`config.mk`:
```
export PLATFORM = sky130hd
export DESIGN_NAME = branch_reservation_station
export DESIGN_NICKNAME = d
export VERILOG_FILES = /design/src/rtl/branch_reservation_station.sv
export SDC_FILE = /design/constraint.sdc
export NUM_CORES = 1
export LEC_CHECK = 0
export CELL_PAD_IN_SITES_DETAIL_PLACEMENT = 0
export CELL_PAD_IN_SITES_GLOBAL_PLACEMENT = 1
export CORE_ASPECT_RATIO = 2
export CORE_UTILIZATION = 35
export CTS_CLUSTER_SIZE = 24
export DETAILED_ROUTE_END_ITERATION = 7
export PLACE_DENSITY = 0.71
export SYNTH_ARGS = -nofsm -noshare
export SYNTH_HDL_FRONTEND = slang
export SYNTH_SLANG_ARGS = --single-unit
```
`constraint.sdc`:
```
create_clock -name clk -period 29.2 [get_ports clk]
set_input_delay 7.3 -clock clk [delete_from_list [all_inputs] [get_ports clk]]
set_output_delay 7.3 -clock clk [all_outputs]
set_load 0.05 [all_outputs]
```
`src/rtl/branch_reservation_station.sv`:
```
// In-order branch reservation station: circular buffer of dispatched branches that snoops
// the CDB for a pending v1 operand and offers only the oldest entry to the branch FU.
module branch_reservation_station #(
  parameter int XLEN      = 32,
  parameter int TAG_WIDTH = 3,
  parameter int DEPTH     = 4
) (
  input  logic                 clk,
  input  logic                 reset,
  input  logic                 flush,
  input  logic                 dispatch_valid,
  output logic                 dispatch_ready,
  input  logic [XLEN-1:0]      dispatch_v1,
  input  logic [XLEN-1:0]      dispatch_v2,
  input  logic [XLEN-1:0]      dispatch_pc_plus_four,
  input  logic [XLEN-1:0]      dispatch_predicted_next_instruction,
  input  logic [TAG_WIDTH-1:0] dispatch_q1,
  input  logic                 dispatch_q1_pending,
  input  logic                 dispatch_jump,
  input  logic                 dispatch_branch,
  input  logic                 dispatch_branch_if_zero,
  input  logic                 dispatch_branch_prediction,
  input  logic [TAG_WIDTH-1:0] dispatch_rob_tag,
  input  logic                 cdb_valid,
  input  logic [TAG_WIDTH-1:0] cdb_tag,
  input  logic [XLEN-1:0]      cdb_data,
  output logic [XLEN-1:0]      v1,
  output logic [XLEN-1:0]      v2,
  output logic [XLEN-1:0]      pc_plus_four,
  output logic [XLEN-1:0]      predicted_next_instruction,
  output logic                 jump,
  output logic                 branch,
  output logic                 branch_if_zero,
  output logic                 branch_prediction,
  output logic [TAG_WIDTH-1:0] rob_tag,
  output logic                 ready_to_execute,
  input  logic                 accept
);

  localparam int PTR_W = $clog2(DEPTH);
  localparam int CNT_W = PTR_W + 1;
  localparam logic [CNT_W-1:0] FULL = CNT_W'(DEPTH);

  logic [PTR_W-1:0]     r_head, r_tail;
  logic [CNT_W-1:0]     r_count;
  logic                 r_busy    [DEPTH];
  logic                 r_pend    [DEPTH];
  logic [TAG_WIDTH-1:0] r_q1      [DEPTH];
  logic [XLEN-1:0]      r_v1      [DEPTH];
  logic [XLEN-1:0]      r_v2      [DEPTH];
  logic [XLEN-1:0]      r_pc4     [DEPTH];
  logic [XLEN-1:0]      r_pred    [DEPTH];
  logic                 r_jump    [DEPTH];
  logic                 r_branch  [DEPTH];
  logic                 r_biz     [DEPTH];
  logic                 r_bpred   [DEPTH];
  logic [TAG_WIDTH-1:0] r_tag     [DEPTH];

  logic                 w_dispatch_ready, w_ready, w_do_disp, w_do_issue;
  logic                 w_bypass, w_disp_pend;
  logic [XLEN-1:0]      w_disp_v1;

  assign w_dispatch_ready = (r_count != FULL);
  assign w_ready          = (r_count != '0) && !r_pend[r_head];
  assign w_do_disp        = dispatch_valid && w_dispatch_ready;
  assign w_do_issue       = w_ready && accept;
  // A producer broadcasting in the same cycle as dispatch would otherwise be missed forever.
  assign w_bypass         = dispatch_q1_pending && cdb_valid && (cdb_tag == dispatch_q1);
  assign w_disp_pend      = dispatch_q1_pending && !w_bypass;
  assign w_disp_v1        = w_bypass ? cdb_data : dispatch_v1;

  assign dispatch_ready             = w_dispatch_ready;
  assign ready_to_execute           = w_ready;
  assign v1                         = r_v1[r_head];
  assign v2                         = r_v2[r_head];
  assign pc_plus_four               = r_pc4[r_head];
  assign predicted_next_instruction = r_pred[r_head];
  assign jump                       = r_jump[r_head];
  assign branch                     = r_branch[r_head];
  assign branch_if_zero             = r_biz[r_head];
  assign branch_prediction          = r_bpred[r_head];
  assign rob_tag                    = r_tag[r_head];

  always_ff @(posedge clk) begin
    if (reset) begin
      r_head  <= '0;
      r_tail  <= '0;
      r_count <= '0;
      for (int i = 0; i < DEPTH; i++) begin
        r_busy[i]   <= 1'b0;
        r_pend[i]   <= 1'b0;
        r_q1[i]     <= '0;
        r_v1[i]     <= '0;
        r_v2[i]     <= '0;
        r_pc4[i]    <= '0;
        r_pred[i]   <= '0;
        r_jump[i]   <= 1'b0;
        r_branch[i] <= 1'b0;
        r_biz[i]    <= 1'b0;
        r_bpred[i]  <= 1'b0;
        r_tag[i]    <= '0;
      end
    end else if (flush) begin
      r_head  <= '0;
      r_tail  <= '0;
      r_count <= '0;
      for (int i = 0; i < DEPTH; i++) r_busy[i] <= 1'b0;
    end else begin
      for (int i = 0; i < DEPTH; i++) begin
        if (r_busy[i] && r_pend[i] && cdb_valid && (r_q1[i] == cdb_tag)) begin
          r_v1[i]   <= cdb_data;
          r_pend[i] <= 1'b0;
        end
      end
      if (w_do_issue) begin
        r_busy[r_head] <= 1'b0;
        r_head         <= r_head + 1'b1;
      end
      // Tail slot is never busy while dispatch is allowed, so this cannot collide with the snoop.
      if (w_do_disp) begin
        r_busy[r_tail]   <= 1'b1;
        r_pend[r_tail]   <= w_disp_pend;
        r_q1[r_tail]     <= dispatch_q1;
        r_v1[r_tail]     <= w_disp_v1;
        r_v2[r_tail]     <= dispatch_v2;
        r_pc4[r_tail]    <= dispatch_pc_plus_four;
        r_pred[r_tail]   <= dispatch_predicted_next_instruction;
        r_jump[r_tail]   <= dispatch_jump;
        r_branch[r_tail] <= dispatch_branch;
        r_biz[r_tail]    <= dispatch_branch_if_zero;
        r_bpred[r_tail]  <= dispatch_branch_prediction;
        r_tag[r_tail]    <= dispatch_rob_tag;
        r_tail           <= r_tail + 1'b1;
      end
      if (w_do_disp && !w_do_issue)      r_count <= r_count + 1'b1;
      else if (!w_do_disp && w_do_issue) r_count <= r_count - 1'b1;
    end
  end

endmodule
```
* After elaboration in Yosys (flattened, before gate mapping)
Memory sizes are Yosys's and may differ from the RTL's. A register that Yosys moved wholly into a read port is not among the register bits.
Cells that the tools add are included.
** Word-level totals
- Memories kept :: 12
- Memory bits (writable) :: 560
- Flip-flop bits (word level) :: 7
- Output and inout port bits :: 137
- Bits of input ports :: 180
** Memory list
- r_pc4 :: depth 4, width 32, rd ports 1, clocked after Yosys merged registers in 1, write ports 4, RTL line 51 : logic [XLEN-1:0] r_pc4 [DEPTH];
- r_pred :: depth 4, width 32, rd ports 1, clocked after Yosys merged registers in 1, write ports 4, RTL line 52 : logic [XLEN-1:0] r_pred [DEPTH];
- r_v1 :: depth 4, width 32, rd ports 1, clocked after Yosys merged registers in 1, write ports 5, RTL line 49 : logic [XLEN-1:0] r_v1 [DEPTH];
- r_v2 :: depth 4, width 32, rd ports 1, clocked after Yosys merged registers in 1, write ports 4, RTL line 50 : logic [XLEN-1:0] r_v2 [DEPTH];
- r_q1 :: depth 4, width 3, rd ports 4, clocked after Yosys merged registers in 0, write ports 4, RTL line 48 : logic [TAG_WIDTH-1:0] r_q1 [DEPTH];
- r_tag :: depth 4, width 3, rd ports 1, clocked after Yosys merged registers in 1, write ports 4, RTL line 57 : logic [TAG_WIDTH-1:0] r_tag [DEPTH];
- 6 more memories
** Operators by class
- Multiplexer cells :: 97
- Eq/ne operators :: 6
- Bitwise operators :: 12
- Reductions and logical operators :: 38
- Add/sub/neg operators :: 4
** Operators with widths (number)
- $mux 32 :: 8
- $reduce_or 32->1 :: 3
- $mux 2 :: 31
- $mux 1 :: 54
- $logic_and 1x1->1 :: 20
- $eq 3x3->1 :: 5
- $mux 3 :: 4
- $or 1x1->1 :: 12
- $reduce_or 1->1 :: 6
- $reduce_or 3->1 :: 2
- $add 2x1->2 const B :: 2
- $logic_not 1->1 :: 4
- $add 3x1->3 const B :: 1
- $ne 3x3->1 const B :: 1
- $reduce_bool 3->1 :: 1
- $sub 3x1->3 const B :: 1
- $reduce_bool 2->1 :: 1
- $reduce_or 2->1 :: 1

* Logic depth before layout (Yosys ltp)
- Depth after elaboration :: 9
- Depth in mapped cells :: 11

* Worst setup path before layout
OpenSTA, ideal clock, no wires.
- Path type :: input to register
- Start point :: in flush
- End point :: mem r_biz[2] (enable)
- Library setup time :: 0.858 ns
- Slack :: 10.172 ns
- Data arrival time :: 18.171 ns
- Stages on the path :: 2
- Path through :: clkbuf_1 > o41ai_1
** RTL lines
- start: declaration :: RTL line 10 : input logic flush,
- end: declaration :: RTL line 55 : logic r_biz [DEPTH];

==> metrics.yaml <==
worst_setup_path:
  path_max_fanout: 60
  crit_path_end: "predicted_next_instruction[1]"
  crit_arrival_ns: 4.27
  r2r_cells: 5
  worstPathRequired_ns: 21.90
  start_kind: "flip-flop"
  crit_type: "flip-flop to primary output"
  worst_setup_path_end_kind: "primary output"
  rr_endpoint: "r_pc4[0][16]"
  regToRegSetupSlack_ns: 24.93
  reg2reg_from: "r_count[0]"
cts:
  clk_latency_ns: 0.61
  path_clk_slew_ns: 0.06
  clock_sinks: 569
  cts_buffers: 53
  cts_setup_buffers: 0
  root_buffer: "clkbuf_16"
  h-tree-depth: 2
  ctsHoldBuffers: 0
  cts_tree: "yes"
  cts_resized: 0
  cts_buffer_depth: 3
floorplanning:
  num_rows: 139
  io_pins: 317
  fp.dieH_um: 382.3
  start_util: 0.3532
  fp.dieArea_um2: 73450
  die_w_um: 192.1
  core_area_um2: 71650
yosys:
  synthTopCellsByArea: "edfxtp_1 66%, mux4_2 12%, and2_1 11%, a22o_1 4.4%, dfxtp_1 1.0%"
  synth-seq-cells: 569
  yosysTopAreaCellShare: 0.6597
  synthDistinctLibCells: 38
  synthesis.nets: 1677
  ys_warn_count: 0
  postSynthCellCount: 1487
  syn_area_per_cell_um2: 17.02
  yosysTopAreaCell: "edfxtp_1"
  seq_area_frac_synth: 0.6700
  syn_area_um2: 25310
place:
  gp_congestion: 0.7564
  post-place-ws_ns: 17.54
  io_buffers: 316
  detailed_place_hpwl_mm: 40.16
  placed_area_um2: 29250
final_layout:
  layout_common_cells: "556 x edfxtp_1, 428 x and2_1, 316 x clkdlybuf4s50_1"
  insertedDiodeCount: 0
  multi_input_area_um2: 7772
  layout-drive-gt1-share: 0.1451
  postLayoutCoreUtil: 0.4326
  fillers: 6484
  final_nets: 1958
  final_common_cell: "edfxtp_1"
  fin_area_um2: 31000
  regArea_um2: 16960
  syn_to_final_growth_pct: 22.49
detailed_routing:
  vias_per_cell: 5.240
  drt_iter0_markers: 758
  routedWlPerCell_um: 24.65
  firstDrtPassIters: 6
  drc: 0
  wl_mm: 67.25
  vias: 14300
  ant_nets: 0
timing:
  fin_setup_tns_ns: 0
  setup_viol: 0
  final-max-slew-violation-count: 0
  fin_worst_skew_ns: 0.01063
  post-route-period-util: 0.3962
  rsz0062_at_grt: "no"
  slew_headroom: 0.2183
  tightest_slew_ns: 1.171
  final-hold-violation-count: 0
  max_freq_ghz: 0.08644
  fin_crit_ns: 11.57
  setup_ws_ns: 17.63
global_routing:
  grt_start_max_net_pins: 107
  grt_pass1_wl_mm: 98.98
  grt_usage: 0.1837
  antenna_found_initial: 5
  overflow: 0
  grt_pass1_vias: 16020
power:
  power.density_nw_per_um2: 60.02
  leakage_uw: 0.01083
  vdd.ir_drop.worst_uv: 48.55
run:
  maxCapViolCount: 0
min_path:
  hold_class: "flip-flop to flip-flop"
run_status:
  status: "completed"
through the flow:
step                      hold slack, ns  instances  total power [uW]
final                             0.5239       2728              1861
after global routing              0.5551       2728              1918
after CTS                         0.5312       2728              1883
after detailed placement          0.5242       2629              1172
after global placement            0.4764       2629              1167
after floorplan                   0.4664       1487              1082
logic make-up after synthesis:
kind of cell               synth area share
muxes                                0.1214
DFF                                  0.6700
and+or+nand+nor                      0.1201
xor gates and xnor gates           0.006576
AOI/OAI and AO/OA                   0.05122
adders and majority gates          0.005241
buffers and inverters               0.02536
report_power, final:
part | switching, uW | total [uW] | internal, uW
sequential | 11.1 | 946 | 935
clock | 312 | 709 | 397
combinational | 126 | 205 | 79.1
worst min-delay path by stage:
stage | cells past startpoint | startpoint | endpoint
after floorplan | 2 | r_count[2] | r_count[2]
after global placement | 2 | r_count[2] | r_count[2]
after detailed placement | 2 | r_busy[2] | r_busy[2]
after CTS | 2 | r_busy[2] | r_busy[2]
after global routing | 2 | r_busy[2] | r_busy[2]
final | 2 | r_busy[2] | r_busy[2]
critical path, cell delays in order, from the launching register on:
cell and delay, ns:
dfxtp_4 0.71, buf_4 0.66, buf_4 0.93, mux4_2 0.40, clkdlybuf4s50_1 0.86
area by class of cell:
type | count | area share
Multi-Input combinational cell | 798 | 0.2507
Clock inverter | 37 | 0.01106
Inverter | 8 | 0.0009687
Timing Repair Buffer | 338 | 0.1078
Sequential cell | 569 | 0.5472
Tap cell | 916 | 0.03697
Clock buffer | 62 | 0.04525
synthesized netlist by cell type (all sizes together):
cell and count:
a21oi 6, or2 3, buf 50, a22o 128, or3b 1, o21ai 1, a311oi 4, inv 8
nor2b 4, or4 1, xor2 5, and4b 4, and3 2, clkbuf 62, or3 1, mux2i 1
dfxtp 13, edfxtp 556, mux4 136, ha 9, o22ai 4, a21o 4, nor3b 1, xnor2 14
o31ai 1, nor3 4, nand2 12, and2 428, nor2 7, o41ai 2, nand4 4, nand3 6
nor4bb 4, fa 1
layer usage:
metal	share of wire	global-route usage	vias to the layer above
met3	0.062	0.03915	115
li1	-	-	6279
met2	0.55	0.3482	477
met1	0.36	0.1922	7417
met5	0.00091	0	-
met4	0.029	0.07189	8
flip-flops by register name, indices dropped and copies added, names as in the netlist, named ones only:
register and count:
r_busy 4, r_tag 12, r_pend 4, r_tail 2
r_q1 12, r_biz 4, r_branch 4, r_count 3
r_v1 128, r_jump 4, r_pred 128, r_bpred 4
r_v2 128, r_head 2, r_pc4 128
No activity file was read; power rests on OpenSTA's default activity.
==> variant 1: new RTL, same flow settings <==
The parameter `DEPTH` goes from 4 to 2.
--- a/src/rtl/branch_reservation_station.sv
+++ b/src/rtl/branch_reservation_station.sv
@@ -3,7 +3,7 @@
 module branch_reservation_station #(
   parameter int XLEN      = 32,
   parameter int TAG_WIDTH = 3,
-  parameter int DEPTH     = 4
+  parameter int DEPTH     = 2
 ) (
   input  logic                 clk,
   input  logic                 reset,
Behaviour: not the same (a bounded check fails within 4 cycles, from zero or initial values).
==> variant 1 against the original RTL <==
Non-clock buffer count is 11 lower. Setup slack better by 530 ps. Register-to-register slack better by 1200 ps. Clock skew is 0.98 ps lower. Sequential power is 49% lower. Synthesized area is 46% lower. Wire length is 44% lower. Cell area is 42% lower. Critical endpoint is now pc_plus_four[31]. Total power is 47% lower. Sequential cell count is 284 lower.
==> variant 1: results (changes against the original RTL) <==
{| class="wikitable"
! Metric !! Value
|-
| Final HPWL from detailed placement || 25510 µm (-36%)
|-
| Number of global-route vias before repair || 9286 (-42%)
|-
| Max-slew headroom at the worst pin || 0.3127 (+0.09437)
|-
| Arrival time of the worst setup path || 3740 ps (-530 ps)
|-
| Final Skew || 9.646 ps (-0.9824 ps)
|-
| Post_cts resized || 0 (unchanged)
|-
| Outcome || complete, no violations
|-
| Clock insertion delay at the later pin of the skew report || 530 ps (-80 ps)
|-
| Internal power || 0.7423 mW (-47%)
|-
| Gpl congestion || 0.8158 (+7.9%)
|-
| Maximum level of the CTS H-tree || 1 (-1)
|-
| Met2 routed wirelength || 21330 µm (-42%)
|-
| Worst VDD drop || 0.00004245 V (-13%)
|-
| Share of final-layout standard cells stronger than drive strength 1 || 0.2177 (+0.07256)
|-
| Met3 routed WL || 2102 µm (-50%)
|-
| GRT Util Overall || 0.1842 (+0.0005375)
|-
| Cell area after placement || 17150 µm² (-41%)
|-
| First-pass GRT wire length || 54140 µm (-45%)
|-
| DRC marker count from the first detailed-route iteration || 281 (-63%)
|-
| Ranking of synthesized cells by area || sky130_fd_sc_hd__edfxtp_1, sky130_fd_sc_hd__mux2_2, sky130_fd_sc_hd__and2_1
|-
| Count of unique library cells instantiated by Yosys || 37 (-2.6%)
|-
| # nets final || 1415 (-28%)
|-
| Number of flops mapped to enable cells by yosys || 278 (-50%)
|-
| Initial antenna violation count || 11 (+6)
|-
| Standby leakage power || 6.307 nW (-42%)
|-
| Number of detailed-route iterations in the first pass || 4 (-2)
|-
| Met1 layer wirelength in the final routing || 11990 µm (-50%)
|-
| Clock buffers created by TritonCTS || 27 (-49%)
|-
| Synthesized netlist net count || 1138 (-32%)
|-
| Wire length per cell || 20.97 µm (-15%)
|}
## variant 1: changes by cell type in the layout (fill, tap and decap cells not counted), sizes merged, moves of 65 or more
cell    change
mux2      +135
a22o      -128
and2      -214
edfxtp    -278
mux4      -136
a22oi      +65
o21ai      +65
## variant 1: logic make-up after synthesis
logic type	Yosys count	synth area share
AND/OR/NAND/NOR	305	0.1397
flip-flops	285	0.6223
AO/OA/AOI/OAI	136	0.08559
multiplexers	136	0.1122
buffers and inverters	81	0.03092
XOR/XNOR	13	0.008348
adder cells (fa/ha/maj)	1	0.0009172
## variant 1: final timing paths
path,from,to
setup / recovery,flip-flop,pc_plus_four[31]
hold / removal,r_busy[0],r_busy[0]
setup reg to reg,r_count[0],r_pc4[1][29]
hold reg to reg,r_busy[0],r_busy[0]
## variant 1: cell type report
type / count / area, µm²
clock inverter: 17 / 198.9
inverter: 2 / 7.507
multi-input combinational: 591 / 4755
fill: 3589 / 20470
clock buffer: 32 / 704.4
antenna: 9 / 22.52
timing repair buffer: 327 / 3246
tap: 520 / 650.6
sequential: 285 / 8492
## variant 1: worst max-delay path, stage by stage, from the launching register on
cell and delay, ps:
sky130_fd_sc_hd__dfxtp_4 500, sky130_fd_sc_hd__buf_4 750, sky130_fd_sc_hd__buf_4 660, sky130_fd_sc_hd__mux2_2 410, sky130_fd_sc_hd__clkdlybuf4s50_1 720
## variant 1: power by group through the flow
stage / clock network [mW] / logic [mW] / registers, mW
finish: 0.361 / 0.155 / 0.479
CTS: 0.368 / 0.158 / 0.480
detailed placement: 0 / 0.157 / 0.488
global route: 0.385 / 0.163 / 0.481
global placement: 0 / 0.156 / 0.488
floorplan: 0 / 0.0919 / 0.484
## variant 1: metrics by stage
| step | cells | util | worst slack, ps | power (mW) | hold slack (ps) |
|---|---|---|---|---|---|
| floorplan | 957 | - | 17820 | 0.5764 | 454.4 |
| global placement | 1725 | 0.4450 | 18680 | 0.6440 | 482.1 |
| detailed placement | 1725 | 0.4450 | 18640 | 0.6454 | 490.9 |
| CTS | 1774 | 0.4684 | 18100 | 1.005 | 501.1 |
| global route | 1781 | 0.4689 | 17970 | 1.029 | 532.4 |
| finish | 1783 | 0.4690 | 18160 | 0.9953 | 490.5 |
## variant 1: routing by layer
layer / vias to the layer above / track usage
met3: 81 / 0.03578
met2: 278 / 0.3616
met5: - / 0
li1: 4098 / -
met4: 6 / 0.1064
met1: 4290 / 0.1722
==> variant 2: new RTL, config.mk and constraints unchanged <==
Without the edit above. Put a register stage on the outputs `predicted_next_instruction` and `branch_prediction`. The values now appear one clock later. The other outputs are not delayed to match.
--- a/src/rtl/branch_reservation_station.sv
+++ b/src/rtl/branch_reservation_station.sv
@@ -74,11 +74,13 @@
   assign v1                         = r_v1[r_head];
   assign v2                         = r_v2[r_head];
   assign pc_plus_four               = r_pc4[r_head];
-  assign predicted_next_instruction = r_pred[r_head];
   assign jump                       = r_jump[r_head];
   assign branch                     = r_branch[r_head];
   assign branch_if_zero             = r_biz[r_head];
-  assign branch_prediction          = r_bpred[r_head];
+  always_ff @(posedge clk) begin
+    predicted_next_instruction <= r_pred[r_head];
+    branch_prediction          <= r_bpred[r_head];
+  end
   assign rob_tag                    = r_tag[r_head];
 
   always_ff @(posedge clk) begin
Formal check against the unedited RTL: not equivalent (Yosys sat finds a counterexample within 4 cycles, from zero or initial values).
==> variant 2 against the original RTL <==
First-iteration DRC count is 3.3% lower. Total power up 2.7%. Synthesized cell count rose by 2.2%. Global-route usage shrank 0.59 points. Cell area is 2.2% higher. Setup slack better by 500 ps. Synthesized area rose by 2.8%. Clock skew hardly changed. Non-clock buffer count increased by 3. Wire length is 0.64% lower. Sequential share of layout area increased by 0.92 points. Sequential cell count grew 33.
==> variant 2: results (changes against the original RTL) <==
{| class="wikitable"
! Metric !! Value
|-
| Max-slew headroom at the worst pin || 0.2512 (+0.03285)
|-
| # nets final || 1995 (+1.9%)
|-
| Slowest stage delay, CP || 870 ps (-60 ps)
|-
| Arrival time of the worst setup path || 11290 ps (+7020 ps)
|-
| CP Max Fanout || 59 (-1.7%)
|-
| Worst VDD drop || 0.00006525 V (+34%)
|-
| Top cells by instance count after synthesis || sky130_fd_sc_hd__edfxtp_1, sky130_fd_sc_hd__and2_1, sky130_fd_sc_hd__mux4_2
|-
| Final Skew || 11.00 ps (+0.3680 ps)
|-
| DRC marker count from the first detailed-route iteration || 733 (-3.3%)
|-
| Clock-net power || 0.710 mW (about the same)
|-
| Synthesized netlist net count || 1709 (+1.9%)
|-
| GRT Util Overall || 0.1778 (-0.005891)
|-
| Synth Area in Compound Gates || 0.04941 (-0.001808)
|-
| Initial antenna violation count || 7 (+2)
|-
| Setup slack of the worst register-to-register path || 25380 ps (+450 ps)
|-
| Number of global-route vias before repair || 16040 (+0.12%)
|-
| Largest net degree at the start of global routing || 62 (-42%)
|-
| Ranking of synthesized cells by area || sky130_fd_sc_hd__edfxtp_1, sky130_fd_sc_hd__mux4_2, sky130_fd_sc_hd__and2_1
|-
| Adder-Cell Fraction of Synth Area || 0.005100 (-0.0001407)
|-
| Outcome || complete, no violations
|-
| Seq/Total Area, Yosys || 0.6774 (+0.007416)
|-
| Share of final-layout standard cells stronger than drive strength 1 || 0.1449 (-0.0002003)
|-
| P_sw || 0.4583 mW (+2.0%)
|-
| Worst Reg2Reg Path Length in Cells || 9 (+4)
|-
| Crit path to || r_pc4[2][23]
|-
| Worst slack, placed || 17450 ps (-96.00 ps)
|-
| Clock buffers created by TritonCTS || 53 (unchanged)
|-
| Multiplexer share of the synthesized area || 0.1186 (-0.002875)
|-
| Count of unique library cells instantiated by Yosys || 39 (+2.6%)
|-
| Wire length per cell || 24.05 µm (-2.4%)
|-
| Avg Vias per Cell || 5.237 (about the same)
|-
| Gpl congestion || 0.7875 (+4.1%)
|-
| First-pass GRT wire length || 99970 µm (+1.0%)
|-
| Endpoint of the most critical register-to-register path || r_count[1]
|}
-- variant 2: cell types whose count changed after synthesis, sizes merged, moves of 2 or more --
cell	unedited run	this run
dfxtp	13	46
clkbuf	62	46
buf	50	64
nand2	12	10
nand3	6	4
nor2	7	9
-- variant 2: per-stage QoR --
step / power, mW / std cells / cell area, µm² / hold WS, ps
after floorplan: 1.131 / 1519 / 26000 / 466.0
after global placement: 1.218 / 2679 / 29960 / 489.3
after detailed placement: 1.223 / 2679 / 29960 / 497.4
after CTS: 1.934 / 2778 / 31680 / 506.7
after global routing: 1.971 / 2778 / 31680 / 560.0
final: 1.910 / 2778 / 31680 / 500.0
-- variant 2: worst min path at each step --
stage                    start         end  slack [ps]  depth (start not counted)
floorplan           r_count[2]  r_count[2]         470                          2
global placement    r_count[2]  r_count[2]         490                          2
detailed placement  r_count[2]  r_count[2]         500                          2
CTS                 r_count[2]  r_count[2]         510                          2
global route         r_busy[2]   r_busy[2]         560                          2
finish              r_count[2]  r_count[2]         500                          2
-- variant 2: cell type report --
| class | instances | area [µm²] |
|---|---|---|
| clock inverter | 37 | 321.6 |
| sequential | 602 | 17630 |
| tap | 929 | 1162 |
| clock buffer | 62 | 1403 |
| fill | 6549 | 42060 |
| inverter | 9 | 33.78 |
| timing repair buffer | 341 | 3351 |
| multi-input combinational | 798 | 7782 |
-- variant 2: routing by layer --
layer	up-vias	part of all wire	track usage
met4	12	0.028	0.06528
met5	-	0.0012	0
li1	6391	-	-
met2	484	0.54	0.3344
met1	7547	0.37	0.1933
met3	114	0.063	0.03766
-- variant 2: tightest hold or removal path, delay by kind of cell, from the launching register on --
kind,cells,cell delay [ps]
AOI/OAI and AO/OA,2,130
DFF,1,330
